<file path="src/rtl/mac_frame_builder_if.sv">
// rtl/mac_frame_builder_if.sv - request, payload and MAC TX stream signals of the frame builder
interface mac_frame_builder_if;
  logic        tx_req_in;
  logic        tx_ack_out;
  logic [47:0] tx_dst_mac_in;
  logic [15:0] tx_ethertype_in;
  logic [7:0]  pay_tdata_in;
  logic        pay_tvalid_in;
  logic        pay_tready_out;
  logic        pay_tlast_in;
  logic [7:0]  mac_tdata_out;
  logic        mac_tvalid_out;
  logic        mac_tready_in;
  logic        mac_tlast_out;
  logic        tx_busy_out;
  logic        tx_done_out;
  logic        tx_trunc_out;

  // Requester / payload source / MAC sink side
  modport master (
    output tx_req_in, tx_dst_mac_in, tx_ethertype_in,
    output pay_tdata_in, pay_tvalid_in, pay_tlast_in,
    output mac_tready_in,
    input  tx_ack_out, pay_tready_out,
    input  mac_tdata_out, mac_tvalid_out, mac_tlast_out,
    input  tx_busy_out, tx_done_out, tx_trunc_out
  );

  // Frame builder side
  modport slave (
    input  tx_req_in, tx_dst_mac_in, tx_ethertype_in,
    input  pay_tdata_in, pay_tvalid_in, pay_tlast_in,
    input  mac_tready_in,
    output tx_ack_out, pay_tready_out,
    output mac_tdata_out, mac_tvalid_out, mac_tlast_out,
    output tx_busy_out, tx_done_out, tx_trunc_out
  );
endinterface

</file>
<file path="src/rtl/mac_frame_builder.sv">
// rtl/mac_frame_builder.sv - Ethernet II frame builder: header, payload pass-through, zero pad, truncation
module mac_frame_builder #(
  parameter logic [47:0] LOCAL_MAC   = 48'hABCD_1234_5678,
  parameter int          MIN_PAYLOAD = 46,
  parameter int          MAX_PAYLOAD = 1500
) (
  input  logic               logic_clk,
  input  logic               logic_rst,
  mac_frame_builder_if.slave bus
);

  localparam logic [11:0] MIN_P = 12'(MIN_PAYLOAD);
  localparam logic [11:0] MAX_P = 12'(MAX_PAYLOAD);

  typedef enum logic [2:0] {
    S_IDLE,
    S_HEADER,
    S_PAYLOAD,
    S_PAD,
    S_DROP
  } state_t;

  state_t      state;
  logic [3:0]  hdr_cnt;
  logic [10:0] pay_cnt;
  logic [47:0] dst_q;
  logic [15:0] type_q;
  logic        ack_q;
  logic        done_q;
  logic        trunc_q;

  logic [111:0] hdr_vec;
  logic [111:0] hdr_shift;
  logic [7:0]   hdr_byte;
  logic [11:0]  pay_inc;
  logic         pay_hs;
  logic         mac_hs;

  // Header byte selection: shift the 14-byte header so the current byte sits on top
  assign hdr_vec   = {dst_q, LOCAL_MAC, type_q};
  assign hdr_shift = hdr_vec << {hdr_cnt, 3'b000};
  assign hdr_byte  = hdr_shift[111:104];
  assign pay_inc   = {1'b0, pay_cnt} + 12'd1;

  // Output steering per state; header and pad come from registers, payload passes straight through
  always_comb begin
    bus.mac_tdata_out  = 8'h00;
    bus.mac_tvalid_out = 1'b0;
    bus.mac_tlast_out  = 1'b0;
    bus.pay_tready_out = 1'b0;
    case (state)
      S_HEADER: begin
        bus.mac_tdata_out  = hdr_byte;
        bus.mac_tvalid_out = 1'b1;
      end
      S_PAYLOAD: begin
        bus.mac_tdata_out  = bus.pay_tdata_in;
        bus.mac_tvalid_out = bus.pay_tvalid_in;
        bus.pay_tready_out = bus.mac_tready_in;
        bus.mac_tlast_out  = (bus.pay_tlast_in && (pay_inc >= MIN_P)) || (pay_inc == MAX_P);
      end
      S_PAD: begin
        bus.mac_tvalid_out = 1'b1;
        bus.mac_tlast_out  = (pay_inc == MIN_P);
      end
      S_DROP: begin
        bus.pay_tready_out = 1'b1;
      end
      default: ;
    endcase
  end

  assign pay_hs = bus.pay_tvalid_in && bus.pay_tready_out;
  assign mac_hs = bus.mac_tvalid_out && bus.mac_tready_in;

  assign bus.tx_ack_out   = ack_q;
  assign bus.tx_busy_out  = (state != S_IDLE);
  assign bus.tx_done_out  = done_q;
  assign bus.tx_trunc_out = trunc_q;

  // Frame sequencing FSM with registered ack and status pulses
  always_ff @(posedge logic_clk) begin
    if (logic_rst) begin
      state   <= S_IDLE;
      hdr_cnt <= 4'd0;
      pay_cnt <= 11'd0;
      dst_q   <= 48'd0;
      type_q  <= 16'd0;
      ack_q   <= 1'b0;
      done_q  <= 1'b0;
      trunc_q <= 1'b0;
    end else begin
      done_q  <= 1'b0;
      trunc_q <= 1'b0;
      case (state)
        S_IDLE: begin
          ack_q <= 1'b1;
          if (bus.tx_req_in && ack_q) begin
            dst_q   <= bus.tx_dst_mac_in;
            type_q  <= bus.tx_ethertype_in;
            hdr_cnt <= 4'd0;
            pay_cnt <= 11'd0;
            ack_q   <= 1'b0;
            state   <= S_HEADER;
          end
        end
        S_HEADER: begin
          if (mac_hs) begin
            hdr_cnt <= hdr_cnt + 4'd1;
            if (hdr_cnt == 4'd13) begin
              state <= S_PAYLOAD;
            end
          end
        end
        S_PAYLOAD: begin
          if (pay_hs) begin
            pay_cnt <= pay_inc[10:0];
            if (bus.pay_tlast_in) begin
              if (pay_inc >= MIN_P) begin
                done_q <= 1'b1;
                ack_q  <= 1'b1;
                state  <= S_IDLE;
              end else begin
                state <= S_PAD;
              end
            end else if (pay_inc == MAX_P) begin
              done_q  <= 1'b1;
              trunc_q <= 1'b1;
              state   <= S_DROP;
            end
          end
        end
        S_PAD: begin
          if (mac_hs) begin
            pay_cnt <= pay_inc[10:0];
            if (pay_inc == MIN_P) begin
              done_q <= 1'b1;
              ack_q  <= 1'b1;
              state  <= S_IDLE;
            end
          end
        end
        S_DROP: begin
          if (pay_hs && bus.pay_tlast_in) begin
            ack_q <= 1'b1;
            state <= S_IDLE;
          end
        end
        default: state <= S_IDLE;
      endcase
    end
  end

endmodule

</file>
<file path="src/flat_wrapper.sv">
// flat-port wrapper written by rule: the top's interface ports become plain ports
module mac_frame_builder_flat 
#(
  parameter logic [47:0] LOCAL_MAC   = 48'hABCD_1234_5678,
  parameter int          MIN_PAYLOAD = 46,
  parameter int          MAX_PAYLOAD = 1500
)
  (logic_clk, logic_rst, bus_tx_req_in, bus_tx_dst_mac_in, bus_tx_ethertype_in, bus_pay_tdata_in, bus_pay_tvalid_in, bus_pay_tlast_in, bus_mac_tready_in, bus_tx_ack_out, bus_pay_tready_out, bus_mac_tdata_out, bus_mac_tvalid_out, bus_mac_tlast_out, bus_tx_busy_out, bus_tx_done_out, bus_tx_trunc_out);
  mac_frame_builder_if bus_i ();
  input  logic logic_clk;
  input  logic logic_rst;
  input wire logic [$bits(bus_i.tx_req_in)-1:0] bus_tx_req_in;
  input wire logic [$bits(bus_i.tx_dst_mac_in)-1:0] bus_tx_dst_mac_in;
  input wire logic [$bits(bus_i.tx_ethertype_in)-1:0] bus_tx_ethertype_in;
  input wire logic [$bits(bus_i.pay_tdata_in)-1:0] bus_pay_tdata_in;
  input wire logic [$bits(bus_i.pay_tvalid_in)-1:0] bus_pay_tvalid_in;
  input wire logic [$bits(bus_i.pay_tlast_in)-1:0] bus_pay_tlast_in;
  input wire logic [$bits(bus_i.mac_tready_in)-1:0] bus_mac_tready_in;
  output wire logic [$bits(bus_i.tx_ack_out)-1:0] bus_tx_ack_out;
  output wire logic [$bits(bus_i.pay_tready_out)-1:0] bus_pay_tready_out;
  output wire logic [$bits(bus_i.mac_tdata_out)-1:0] bus_mac_tdata_out;
  output wire logic [$bits(bus_i.mac_tvalid_out)-1:0] bus_mac_tvalid_out;
  output wire logic [$bits(bus_i.mac_tlast_out)-1:0] bus_mac_tlast_out;
  output wire logic [$bits(bus_i.tx_busy_out)-1:0] bus_tx_busy_out;
  output wire logic [$bits(bus_i.tx_done_out)-1:0] bus_tx_done_out;
  output wire logic [$bits(bus_i.tx_trunc_out)-1:0] bus_tx_trunc_out;
  assign bus_i.tx_req_in = bus_tx_req_in;
  assign bus_i.tx_dst_mac_in = bus_tx_dst_mac_in;
  assign bus_i.tx_ethertype_in = bus_tx_ethertype_in;
  assign bus_i.pay_tdata_in = bus_pay_tdata_in;
  assign bus_i.pay_tvalid_in = bus_pay_tvalid_in;
  assign bus_i.pay_tlast_in = bus_pay_tlast_in;
  assign bus_i.mac_tready_in = bus_mac_tready_in;
  assign bus_tx_ack_out = bus_i.tx_ack_out;
  assign bus_pay_tready_out = bus_i.pay_tready_out;
  assign bus_mac_tdata_out = bus_i.mac_tdata_out;
  assign bus_mac_tvalid_out = bus_i.mac_tvalid_out;
  assign bus_mac_tlast_out = bus_i.mac_tlast_out;
  assign bus_tx_busy_out = bus_i.tx_busy_out;
  assign bus_tx_done_out = bus_i.tx_done_out;
  assign bus_tx_trunc_out = bus_i.tx_trunc_out;
  mac_frame_builder #(.LOCAL_MAC(LOCAL_MAC), .MIN_PAYLOAD(MIN_PAYLOAD), .MAX_PAYLOAD(MAX_PAYLOAD)) u_core (.logic_clk(logic_clk), .logic_rst(logic_rst), .bus(bus_i));
endmodule
</file>
<file path="config.mk">
export PLATFORM = sky130hd
export DESIGN_NAME = mac_frame_builder_flat
export DESIGN_NICKNAME = d
export VERILOG_FILES = /design/src/rtl/mac_frame_builder_if.sv /design/src/rtl/mac_frame_builder.sv /design/src/flat_wrapper.sv
export SDC_FILE = /design/constraint.sdc
export NUM_CORES = 1
export LEC_CHECK = 0
export ABC_AREA = 0
export CAP_MARGIN = 30
export CORE_MARGIN = 2
export CORE_UTILIZATION = 40
export CTS_BUF_LIST = sky130_fd_sc_hd__clkbuf_8
export DETAILED_ROUTE_END_ITERATION = 10
export HOLD_SLACK_MARGIN = 0.05
export MAX_ROUTING_LAYER = met4
export PLACE_DENSITY = 0.72
export SYNTH_ARGS = -nofsm -noshare
export SYNTH_HDL_FRONTEND = slang
export SYNTH_SLANG_ARGS = --single-unit
</file>
<file path="constraint.sdc">
create_clock -name logic_clk -period 4.27 [get_ports logic_clk]
set_clock_uncertainty 0.2 [all_clocks]
set_input_delay 0.6405 -clock logic_clk [delete_from_list [all_inputs] [get_ports logic_clk]]
set_output_delay 0.6405 -clock logic_clk [all_outputs]
set_load 0.02 [all_outputs]
</file>
==> impl_metrics.env <==
export IMPL_port_buffers=92
export IMPL_worstPathCellList="ha_1 > nand3_1 > or3_4 > mux2_4 > and4_4 > or3_1 > a21oi_1 > clkdlybuf4s50_1"
export IMPL_grt_pass1_vias=3946
export IMPL_synth_area_um2=4440
export IMPL_async_flop_share=0
export IMPL_synthToLayoutAreaGrowth_pct=26.0
export IMPL_yosysWarnings=0
export IMPL_hold_viol=0
export IMPL_clock_fmax_ghz=0.243
export IMPL_path_class="flip-flop to output port"
export IMPL_max_slew_margin_rel=0.519
export IMPL_yosys_most_used_dff="dfxtp_1"
export IMPL_final_cell_mix="nand2_1, clkdlybuf4s50_1, a21oi_1"
export IMPL_postCtsSetupBuffers=0
export IMPL_setup_viol=0
export IMPL_io_pins=93
export IMPL_postCtsHoldBufs=0
export IMPL_rows=38
export IMPL_min_period_over_period=0.965
export IMPL_htreeDepth=3
export IMPL_route_detailed_drc=0
export IMPL_peakVddDrop_mv=0.215
export IMPL_final_nets=717
export IMPL_crit_required_ns=3.43
export IMPL_numClockSinks=85
export IMPL_clk_latency_ns=0.36
export IMPL_holdCritPathClass="flip-flop to flip-flop"
export IMPL_wl_um=11900
export IMPL_synth_seq_area_share=0.383
export IMPL_drtIter0Drc=396
export IMPL_synth_edff_count=0
export IMPL_wire_per_inst_um=15.3
export IMPL_grt_max_degree=67
export IMPL_first_pass_iters=4
export IMPL_root_buffer="clkbuf_8"
export IMPL_grt_pass1_wl_um=18800
export IMPL_gr_total_overflow=0
export IMPL_cp_start_kind="flip-flop"
export IMPL_viasPerCell=5.47
export IMPL_cts_buffers=9
export IMPL_syn_nets=657
export IMPL_placed_cells=761
export IMPL_core_area_um2=10800
export IMPL_die_h_um=109
export IMPL_p_leak_nw=1.91
export IMPL_syn_inst=572
export IMPL_drive_gt1_frac=0.0879
export IMPL_holdWs_ns=0.258
export IMPL_period_minus_slack_ns=4.12
export IMPL_vias=4249
export IMPL_clkTransAtPathRegs_ns=0.10
export IMPL_cap_violations=0
export IMPL_cts_resized=0
export IMPL_antenna_cells=0
export IMPL_syn_area_per_cell_um2=7.76
export IMPL_dp_slack_ns=0.549
export IMPL_cp_data_arrival_time_ns=3.28
export IMPL_die_w_um=109
export IMPL_layout_commonest_cell="nand2_1"
export IMPL_gp_congestion=0.880
export IMPL_ys_ff_latch=85
export IMPL_start_util=0.410
export IMPL_power_density_nw_per_um2=303
export IMPL_tightest_slew_ns=0.719
export IMPL_total_power_mw=1.70
export IMPL_rsz0062_at_grt="false"
export IMPL_setup_tns_ns=0
export IMPL_grtUsageTotal=0.205
export IMPL_die_area_um2=12000
export IMPL_antenna_found_initial=0
export IMPL_cts_buffer_depth=2
export IMPL_setup_slack_ns=0.147
export IMPL_crit_slowest_cell="clkdlybuf4s50_1"
export IMPL_end_kind="output port"
export IMPL_cts_tree="done"
export IMPL_stdcell_count=777
export IMPL_yosys_cell_types_count=65
export IMPL_worstPathMaxFanout=12
export IMPL_place_hpwl_um=8540
export IMPL_status="finished, final reports clean"
export IMPL_antenna_left=0
export IMPL_max_stage_delay_ns=0.63
export IMPL_slew_viol_final=0
## synth_stat cells, drive strengths merged (2+ instances only)
cell / number / share of area
ha: 7 / 0.020
o22ai: 7 / 0.0099
a41oi: 2 / 0.0039
a31oi: 3 / 0.0042
and2: 3 / 0.0042
or3: 3 / 0.0056
a311oi: 5 / 0.0099
mux2: 4 / 0.011
a211oi: 3 / 0.0051
nand4: 4 / 0.0056
or2: 4 / 0.0056
and3: 4 / 0.0062
inv: 6 / 0.0051
nor2: 29 / 0.025
clkbuf: 37 / 0.032
nand3b: 2 / 0.0034
or3b: 2 / 0.0039
xnor2: 4 / 0.0079
mux4: 10 / 0.051
mux2i: 9 / 0.020
a21oi: 88 / 0.099
nand2b: 6 / 0.0085
a32o: 2 / 0.0048
a211o: 2 / 0.0039
nor3: 6 / 0.0068
nor4: 2 / 0.0028
buf: 14 / 0.019
nor2b: 7 / 0.0099
o221ai: 3 / 0.0059
xor2: 2 / 0.0039
a21boi: 3 / 0.0051
nand3: 14 / 0.017
o21ai: 20 / 0.023
a22o: 6 / 0.012
dfxtp: 85 / 0.38
nor3b: 2 / 0.0034
nand2: 147 / 0.12
## flip-flops by register name, summed over array words and instances, names as in the netlist
name / cells
u_core.dst_q: 48
u_core.bus.tx_done_out: 1
u_core.bus.tx_trunc_out: 1
u_core.type_q: 16
u_core.state: 3
u_core.pay_cnt: 11
u_core.bus.tx_ack_out: 1
u_core.hdr_cnt: 4
## metal layers
layer | share of wire | track usage | vias up
met3 | 0.060 | 0.0267 | 10
met5 | 0 | - | -
met4 | 0.012 | 0.0660 | 0
met2 | 0.47 | 0.324 | 149
met1 | 0.45 | 0.273 | 1994
li1 | - | - | 2096
## area by class of cell
type | count | area, µm²
well taps | 140 | 175
inverters | 7 | 26.3
fillers | 1042 | 5250
repair buffers | 100 | 976
flip-flops and latches | 85 | 1700
multi-input cells | 429 | 2500
clock inverters | 7 | 91.3
clock buffers | 9 | 124
## stage by stage
| step | cell area, µm² | utilization |
|---|---|---|
| global route | 5600 | 0.516 |
| detailed placement | 5370 | 0.496 |
| floorplan | 4440 | - |
| CTS | 5590 | 0.515 |
| global placement | 5370 | 0.496 |
| finish | 5600 | 0.516 |
## power by group
group          total [mW]  switching [mW]  internal [mW]
logic               0.230           0.111          0.119
clock network       0.616           0.331          0.285
registers           0.851          0.0239          0.827
## logic make-up after synthesis
kind of cell	share of synthesized area
xor+xnor	0.0118
simple gates	0.245
mux	0.0820
buf+inv	0.0564
flops	0.383
compound gates	0.202
fa+ha+maj	0.0197
## final timing paths
| path | depth (start not counted) | slack [ns] | endpoint | startpoint |
|---|---|---|---|---|
| max reg2reg | 7 | 1.53 | u_core.bus.tx_ack_out$_SDFFE_PP0P_ | u_core.pay_cnt[1]$_SDFFE_PP0P_ |
| min | 2 | 0.26 | u_core.type_q[8]$_SDFFE_PP0P_ | u_core.type_q[8]$_SDFFE_PP0P_ |
| max | 8 | 0.15 | bus_mac_tlast_out | u_core.pay_cnt[1]$_SDFFE_PP0P_ |
| min reg2reg | 2 | 0.26 | u_core.type_q[8]$_SDFFE_PP0P_ | u_core.type_q[8]$_SDFFE_PP0P_ |
## critical path: cells and delay by family, from the launching register on
kind / cells / cell delay, ns
buf+inv: 1 / 0.63
compound gates: 1 / 0.14
fa+ha+maj: 1 / 0.24
mux: 1 / 0.32
flops: 1 / 0.56
simple gates: 4 / 1.04
(Power assumes the default switching activity.)
